**config.mk**
```make
export PLATFORM = sky130hd
export DESIGN_NAME = logic_gate_pipe_flat
export DESIGN_NICKNAME = d
export VERILOG_FILES = /design/src/rtl/logic_gate_pkg.sv /design/src/rtl/logic_gate_pipe_if.sv /design/src/rtl/skid_buf.sv /design/src/rtl/logic_gate_pipe.sv /design/src/flat_wrapper.sv
export SDC_FILE = /design/constraint.sdc
export NUM_CORES = 1
export LEC_CHECK = 0
export BUFFER_PORTS_ARGS = -buffer_cell sky130_fd_sc_hd__clkbuf_2
export CORE_MARGIN = 1.5
export CORE_UTILIZATION = 43
export CTS_BUF_LIST = sky130_fd_sc_hd__clkbuf_8 sky130_fd_sc_hd__clkbuf_16
export CTS_CLUSTER_DIAMETER = 200
export DETAILED_ROUTE_END_ITERATION = 10
export GPL_TIMING_DRIVEN = 0
export SLEW_MARGIN = 20
export SYNTH_ARGS = -nofsm -noshare
export SYNTH_HDL_FRONTEND = slang
export SYNTH_SLANG_ARGS = --single-unit
```
**constraint.sdc**
```tcl
create_clock -name clk -period 2.32 [get_ports clk]
set_input_delay 0.464 -clock clk [delete_from_list [all_inputs] [get_ports clk]]
set_output_delay 0.464 -clock clk [all_outputs]
set_load 0.005 [all_outputs]
```
**src/rtl/logic_gate_pkg.sv**
```systemverilog
// Shared types and the per-bit base operation
// for the registered logic unit.
package logic_gate_pkg;

  typedef enum logic [2:0] {
    OP_AND,
    OP_OR,
    OP_XOR,
    OP_NAND,
    OP_NOR,
    OP_XNOR
  } op_e;

  typedef enum logic [1:0] {
    B_AND,
    B_OR,
    B_XOR
  } base_e;

  typedef enum logic {
    IDLE,
    ACCUM
  } acc_state_e;

  function automatic logic apply_base(
    base_e base,
    logic  x,
    logic  y
  );
    logic r;
    unique case (base)
      B_AND:   r = x & y;
      B_OR:    r = x | y;
      B_XOR:   r = x ^ y;
      default: r = 1'b0;
    endcase
    return r;
  endfunction

endpackage

```
**src/rtl/logic_gate_pipe_if.sv**
```systemverilog
// Valid/ready bundle for the logic unit:
// operand side in, result side out.
interface logic_gate_pipe_if #(
  parameter int WIDTH = 8
);
  logic             in_valid;
  logic             in_ready;
  logic [2:0]       op;
  logic             acc_en;
  logic             in_last;
  logic [WIDTH-1:0] a;
  logic [WIDTH-1:0] b;
  logic             out_valid;
  logic             out_ready;
  logic [WIDTH-1:0] y;
  logic             y_err;

  modport master (
    output in_valid, op, acc_en, in_last,
    output a, b, out_ready,
    input  in_ready, out_valid, y, y_err
  );

  modport slave (
    input  in_valid, op, acc_en, in_last,
    input  a, b, out_ready,
    output in_ready, out_valid, y, y_err
  );
endinterface

```
**src/rtl/skid_buf.sv**
```systemverilog
// Two-entry valid/ready skid buffer; with
// SKID_EN=0 it degrades to a single register.
module skid_buf #(
  parameter int W       = 9,
  parameter bit SKID_EN = 1'b1
) (
  input  logic         clk,
  input  logic         rst_n,
  input  logic         in_valid,
  output logic         in_ready,
  input  logic [W-1:0] d,
  output logic         out_valid,
  input  logic         out_ready,
  output logic [W-1:0] q
);

  logic [W-1:0] e0;
  logic [W-1:0] e1;
  logic [1:0]   cnt;
  logic [1:0]   cnt_nxt;
  logic         rdy_q;
  logic         push;
  logic         pop;

  assign out_valid = (cnt != 2'd0);
  assign q         = e0;
  assign pop       = out_valid & out_ready;
  assign push      = in_valid & in_ready;
  assign cnt_nxt   = cnt + {1'b0, push}
                         - {1'b0, pop};

  // rdy_q also holds in_ready low through reset
  assign in_ready = SKID_EN ? rdy_q
                  : (rdy_q & ((cnt == 2'd0) | out_ready));

  always_ff @(posedge clk or negedge rst_n) begin
    if (!rst_n) begin
      cnt   <= 2'd0;
      rdy_q <= 1'b0;
      e0    <= '0;
      e1    <= '0;
    end else begin
      cnt   <= cnt_nxt;
      rdy_q <= SKID_EN ? (cnt_nxt != 2'd2) : 1'b1;
      if (pop)
        e0 <= e1;
      if (push) begin
        if (cnt == 2'd1 && !pop)
          e1 <= d;
        else
          e0 <= d;
      end
    end
  end

endmodule

```
**src/rtl/logic_gate_pipe.sv**
```systemverilog
// Registered two-operand logic unit with
// burst-accumulate mode and skid output.
module logic_gate_pipe
  import logic_gate_pkg::*;
#(
  parameter int WIDTH   = 8,
  parameter bit SKID_EN = 1'b1
) (
  input  logic          clk,
  input  logic          rst_n,
  logic_gate_pipe_if.slave bus
);

  acc_state_e       state;
  logic [WIDTH-1:0] acc_q;
  base_e            base_q;
  logic             inv_q;
  logic             err_q;

  base_e            op_base;
  logic             op_inv;
  logic             op_err;

  logic             in_accum;
  base_e            base_sel;
  logic             inv_sel;
  logic             err_sel;
  logic [WIDTH-1:0] p;
  logic [WIDTH-1:0] acc_res;
  logic [WIDTH-1:0] raw;
  logic [WIDTH-1:0] res;

  logic             skid_rdy;
  logic             accept;
  logic             emit;
  logic             skid_ov;
  logic [WIDTH:0]   skid_q;

  always_comb begin
    op_base = B_AND;
    op_inv  = 1'b0;
    op_err  = 1'b0;
    unique case (1'b1)
      (bus.op == OP_AND):  op_base = B_AND;
      (bus.op == OP_OR):   op_base = B_OR;
      (bus.op == OP_XOR):  op_base = B_XOR;
      (bus.op == OP_NAND): begin
        op_base = B_AND;
        op_inv  = 1'b1;
      end
      (bus.op == OP_NOR): begin
        op_base = B_OR;
        op_inv  = 1'b1;
      end
      (bus.op == OP_XNOR): begin
        op_base = B_XOR;
        op_inv  = 1'b1;
      end
      default: op_err = 1'b1;
    endcase
  end

  // Later beats of a burst follow the op latched on beat one
  assign in_accum = (state == ACCUM);
  assign base_sel = in_accum ? base_q : op_base;
  assign inv_sel  = in_accum ? inv_q  : op_inv;
  assign err_sel  = in_accum ? err_q  : op_err;

  for (genvar i = 0; i < WIDTH; i++) begin : g_bit
    assign p[i] = apply_base(base_sel,
                             bus.a[i], bus.b[i]);
    assign acc_res[i] = apply_base(base_sel,
                                   acc_q[i], p[i]);
  end

  assign raw = in_accum ? acc_res : p;
  assign res = err_sel ? '0
             : (inv_sel ? ~raw : raw);

  assign accept = bus.in_valid & skid_rdy;
  assign emit   = accept & (in_accum ? bus.in_last
                : (!bus.acc_en | bus.in_last));

  always_ff @(posedge clk or negedge rst_n) begin
    if (!rst_n) begin
      state  <= IDLE;
      acc_q  <= '0;
      base_q <= B_AND;
      inv_q  <= 1'b0;
      err_q  <= 1'b0;
    end else if (accept) begin
      if (in_accum) begin
        if (bus.in_last)
          state <= IDLE;
        else
          acc_q <= acc_res;
      end else if (bus.acc_en && !bus.in_last) begin
        state  <= ACCUM;
        acc_q  <= p;
        base_q <= op_base;
        inv_q  <= op_inv;
        err_q  <= op_err;
      end
    end
  end

  skid_buf #(
    .W       (WIDTH + 1),
    .SKID_EN (SKID_EN)
  ) u_skid (
    .clk       (clk),
    .rst_n     (rst_n),
    .in_valid  (emit),
    .in_ready  (skid_rdy),
    .d         ({err_sel, res}),
    .out_valid (skid_ov),
    .out_ready (bus.out_ready),
    .q         (skid_q)
  );

  assign bus.in_ready  = skid_rdy;
  assign bus.out_valid = skid_ov;
  assign bus.y         = skid_q[WIDTH-1:0];
  assign bus.y_err     = skid_q[WIDTH];

endmodule

```
**src/flat_wrapper.sv**
```systemverilog
// flat-port wrapper written by rule: the top's interface ports become plain ports
module logic_gate_pipe_flat import logic_gate_pkg::*;
#(
  parameter int WIDTH   = 8,
  parameter bit SKID_EN = 1'b1
)
  (clk, rst_n, bus_in_valid, bus_op, bus_acc_en, bus_in_last, bus_a, bus_b, bus_out_ready, bus_in_ready, bus_out_valid, bus_y, bus_y_err);
  logic_gate_pipe_if #(.WIDTH(WIDTH)) bus_i ();
  input  logic clk;
  input  logic rst_n;
  input wire logic [$bits(bus_i.in_valid)-1:0] bus_in_valid;
  input wire logic [$bits(bus_i.op)-1:0] bus_op;
  input wire logic [$bits(bus_i.acc_en)-1:0] bus_acc_en;
  input wire logic [$bits(bus_i.in_last)-1:0] bus_in_last;
  input wire logic [$bits(bus_i.a)-1:0] bus_a;
  input wire logic [$bits(bus_i.b)-1:0] bus_b;
  input wire logic [$bits(bus_i.out_ready)-1:0] bus_out_ready;
  output wire logic [$bits(bus_i.in_ready)-1:0] bus_in_ready;
  output wire logic [$bits(bus_i.out_valid)-1:0] bus_out_valid;
  output wire logic [$bits(bus_i.y)-1:0] bus_y;
  output wire logic [$bits(bus_i.y_err)-1:0] bus_y_err;
  assign bus_i.in_valid = bus_in_valid;
  assign bus_i.op = bus_op;
  assign bus_i.acc_en = bus_acc_en;
  assign bus_i.in_last = bus_in_last;
  assign bus_i.a = bus_a;
  assign bus_i.b = bus_b;
  assign bus_i.out_ready = bus_out_ready;
  assign bus_in_ready = bus_i.in_ready;
  assign bus_out_valid = bus_i.out_valid;
  assign bus_y = bus_i.y;
  assign bus_y_err = bus_i.y_err;
  logic_gate_pipe #(.WIDTH(WIDTH), .SKID_EN(SKID_EN)) u_core (.clk(clk), .rst_n(rst_n), .bus(bus_i));
endmodule
```
==> results.py <==
metrics = {
    "outcome": {
        "status": "finished, violations left",
        "violations": "design-rule violations, negative setup slack",
    },
    "die": {
        "fp.coreArea_sq_um": 6422,
        "die-width_microns": 84.77,
        "num_rows": 29,
        "ios": 36,
        "die-area_sq_um": 7186,
        "start_util_pct": 44.77,
        "die_height_microns": 84.77,
    },
    "synth": {
        "synth_area_sq_um": 2875,
        "synthMuxAreaShare_pct": 2.916,
        "synth_area_leader_cell": "dfrtp_1",
        "synth-seq-cells": 34,
        "synth_edf_count": 0,
        "synth-simple-area-share_pct": 15.75,
        "synth_xor_area_share_pct": 3.612,
        "ys_types": 59,
        "async_reset_ff_share_pct": 100.0,
        "netlist.area_leader.share_pct": 29.59,
        "avgSynthCellArea_sq_um": 8.957,
        "synth_compound_gate_area_share_pct": 24.59,
        "synthAdderAreaFrac_pct": 15.14,
        "ys_warn_count": 0,
        "ys_seq_area_share_pct": 29.59,
        "synth_top_family_by_area": "compound AO/OA/AOI/OAI gates",
        "syn-num-nets": 380,
        "synth_area_leaders": "dfrtp_1 (30%), ha_1 (15%), inv_1 (4.0%)",
        "synth-main-ff-cell": "dfrtp_1",
        "syn_inst": 321,
    },
    "routing": {
        "routedWlPerCell_microns": 15.57,
        "routed-via-count": 2588,
        "ant_nets": 0,
        "routed_via_density": 5.602,
        "drt_iter0_drc": 194,
        "first_pass_iters": 7,
        "drc_errors": 4,
        "routed_wl_microns": 7192,
    },
    "placed_design": {
        "detailed_place_hpwl_microns": 5012,
        "post_dp_cell_area_sq_um": 3276,
        "pre_cts_slack_ns": -0.5861,
        "dp.cells": 431,
        "routabilityCongestion": 0.7725,
        "numPortBuffers": 33,
    },
    "power_and_ir_drop": {
        "ir_worst_vdd_uv": 491.6,
        "p_per_area_nw_per_um2": 1191,
        "power_mw": 4.524,
        "p_leak_nw": 1.797,
    },
    "clock_network": {
        "cts.sinks": 34,
        "cts_buffers": 5,
        "ctsHoldBuffers": 0,
        "path_clk_slew_ns": 0.07,
        "insertion_delay_ns": 0.29,
        "ctsLongestPathBuffers": 2,
        "tritoncts": "yes",
        "root_buffer": "clkbuf_8",
        "htreeDepth": 2,
    },
    "timing": {
        "setup_viol_count_final": 22,
        "layout_min_cycle_time_ns": 2.609,
        "min_period_over_period_pct": 112.4,
        "slew_headroom_pct": 41.53,
        "layout_setup_ws_ns": -0.2887,
        "fin_setup_tns_ns": -3.829,
        "hold_viol": 0,
        "rsz0062_at_grt": "yes",
        "skew_ns": 0.006734,
        "hold_ws_ns": 0.2895,
        "tightest_slew_ns": 0.8770,
        "fmax_ghz": 0.3833,
        "maxSlewViolCount": 0,
    },
    "setup_path": {
        "critical_path_class": "register to register",
        "required_ns": 2.47,
        "critical_path_arrival_ns": 2.76,
        "setup.worst_path.start_class": "register",
        "critPathMaxStageDelay_ns": 0.45,
        "worst-path-max-fanout": 4,
        "cp_cell_sequence": "buf_6 > nor4b_4 > or3_4 > nand2_2 > o21a_1 > ha_1 > o31ai_2 > a21o_1 > a32oi_2 > xor2_1 > o21ai_1",
        "cp-end-kind": "register",
        "slowest_stage": "dfrtp_2",
    },
    "grt": {
        "track_usage_pct": 21.09,
        "grt-ovfl-total": 0,
        "grt_pass1_wl_microns": 12200,
        "grt_max_degree": 35,
        "grt_pass1_vias": 2545,
        "antenna_found_initial": 0,
    },
    "cells_and_area": {
        "fin_cells": 462,
        "drive_gt1_share_pct": 36.88,
        "layout_common_cells": "clkbuf_2 (33), dfrtp_1 (32), inv_1 (30), ha_1 (26), o21ai_1 (21)",
        "layout_commonest_cell": "clkbuf_2",
        "fin_area_sq_um": 3797,
        "nNetsFinal": 443,
        "utilization_pct": 59.13,
        "insertedDiodeCount": 0,
        "syn_to_final_growth_pct": 32.07,
    },
    "run": {
        "max_cap_viol_count": 0,
    },
    "worst_hold_path": {
        "worstHoldPathType": "input port to asynchronous set/reset pin",
    },
}
==> flip-flops by register name, indices dropped and copies added, names as in the netlist <==
name and count:
u_core.u_skid.q 9, u_core.u_skid.cnt 2, u_core.base_q 2, u_core.err_q 1
u_core.in_accum 1, u_core.u_skid.in_ready 1, u_core.acc_q 8, u_core.u_skid.e1 9
u_core.inv_q 1
==> per-layer routing <==
metal / wire (microns) / track usage [%] / up-vias
met3: 317 / 4.326 / 5
li1: - / - / 1276
met1: 3417 / 29.91 / 1253
met5: 0 / 0 / -
met4: 38 / 4.918 / 0
met2: 3419 / 33.09 / 54
==> layout make-up <==
class | instances | area, sq um
flip-flops and latches | 34 | 853.3
clock buffers | 6 | 82.58
inverters | 39 | 163.9
fillers | 566 | 2625
multi-input cells | 232 | 2062
clock inverters | 2 | 8.758
repair buffers | 56 | 372.9
plain buffers | 16 | 157.7
well taps | 77 | 96.34
==> cell usage after synthesis (3+ instances only) <==
cell type / count
o31ai_1: 10
nand3_1: 8
o21ai_1: 21
xor2_1: 4
nand2b_1: 3
a22oi_1: 8
mux2i_1: 5
o22ai_2: 4
inv_2: 8
xnor2_1: 6
a221oi_1: 4
o21ai_0: 8
a32oi_1: 3
o21a_1: 7
nand2_1: 24
a21oi_1: 14
dfrtp_1: 34
clkbuf_1: 5
buf_2: 7
a31o_1: 3
nand4_1: 8
inv_1: 31
and3_1: 5
o31a_4: 4
nor2_1: 13
ha_1: 34
==> cell families after synthesis <==
| family | Yosys count |
|---|---|
| compound gates | 98 |
| xor+xnor | 11 |
| fa+ha+maj | 35 |
| buf+inv | 56 |
| flops | 34 |
| mux | 7 |
| simple gates | 80 |
==> path summary, 6_finish.rpt <==
kind	slack, ns	endpoint	cells after the start	start
max	-0.29	u_core.u_skid.q[2]	11	u_core.in_accum
min	0.29	u_core.acc_q[6]	1	rst_n
max reg2reg	-0.29	u_core.u_skid.q[2]	11	u_core.in_accum
min reg2reg	0.49	u_core.u_skid.e1[5]	2	u_core.u_skid.e1[5]
max in group asynchronous	1.43	u_core.base_q[0]	1	rst_n
min in group clk	0.47	u_core.in_accum	3	bus_in_valid
==> critical path: cells and delay by family (launching register included) <==
family / cells / cell delay, ns
AOI/OAI and AO/OA: 5 / 0.71
and+or+nand+nor: 3 / 0.64
adders and majority gates: 1 / 0.32
DFF: 1 / 0.45
xor gates and xnor gates: 1 / 0.23
buffers and inverters: 1 / 0.13
==> power by group <==
group          switching [mW]  internal [mW]  leakage, nW  total [mW]
clock                   0.211          0.235       0.0524       0.446
combinational            1.58           1.45         1.32        3.03
sequential              0.193          0.858        0.420        1.05
==> timing repair <==
action                                  in CTS  in global routing
setup buffers                               15                  9
endpoints found under the setup margin      25                 26
gates cloned                                 1                  0
gates resized for setup                     34                 19
pin swaps                                   25                 20
Note: power is estimated with default switching activity, not from simulation.
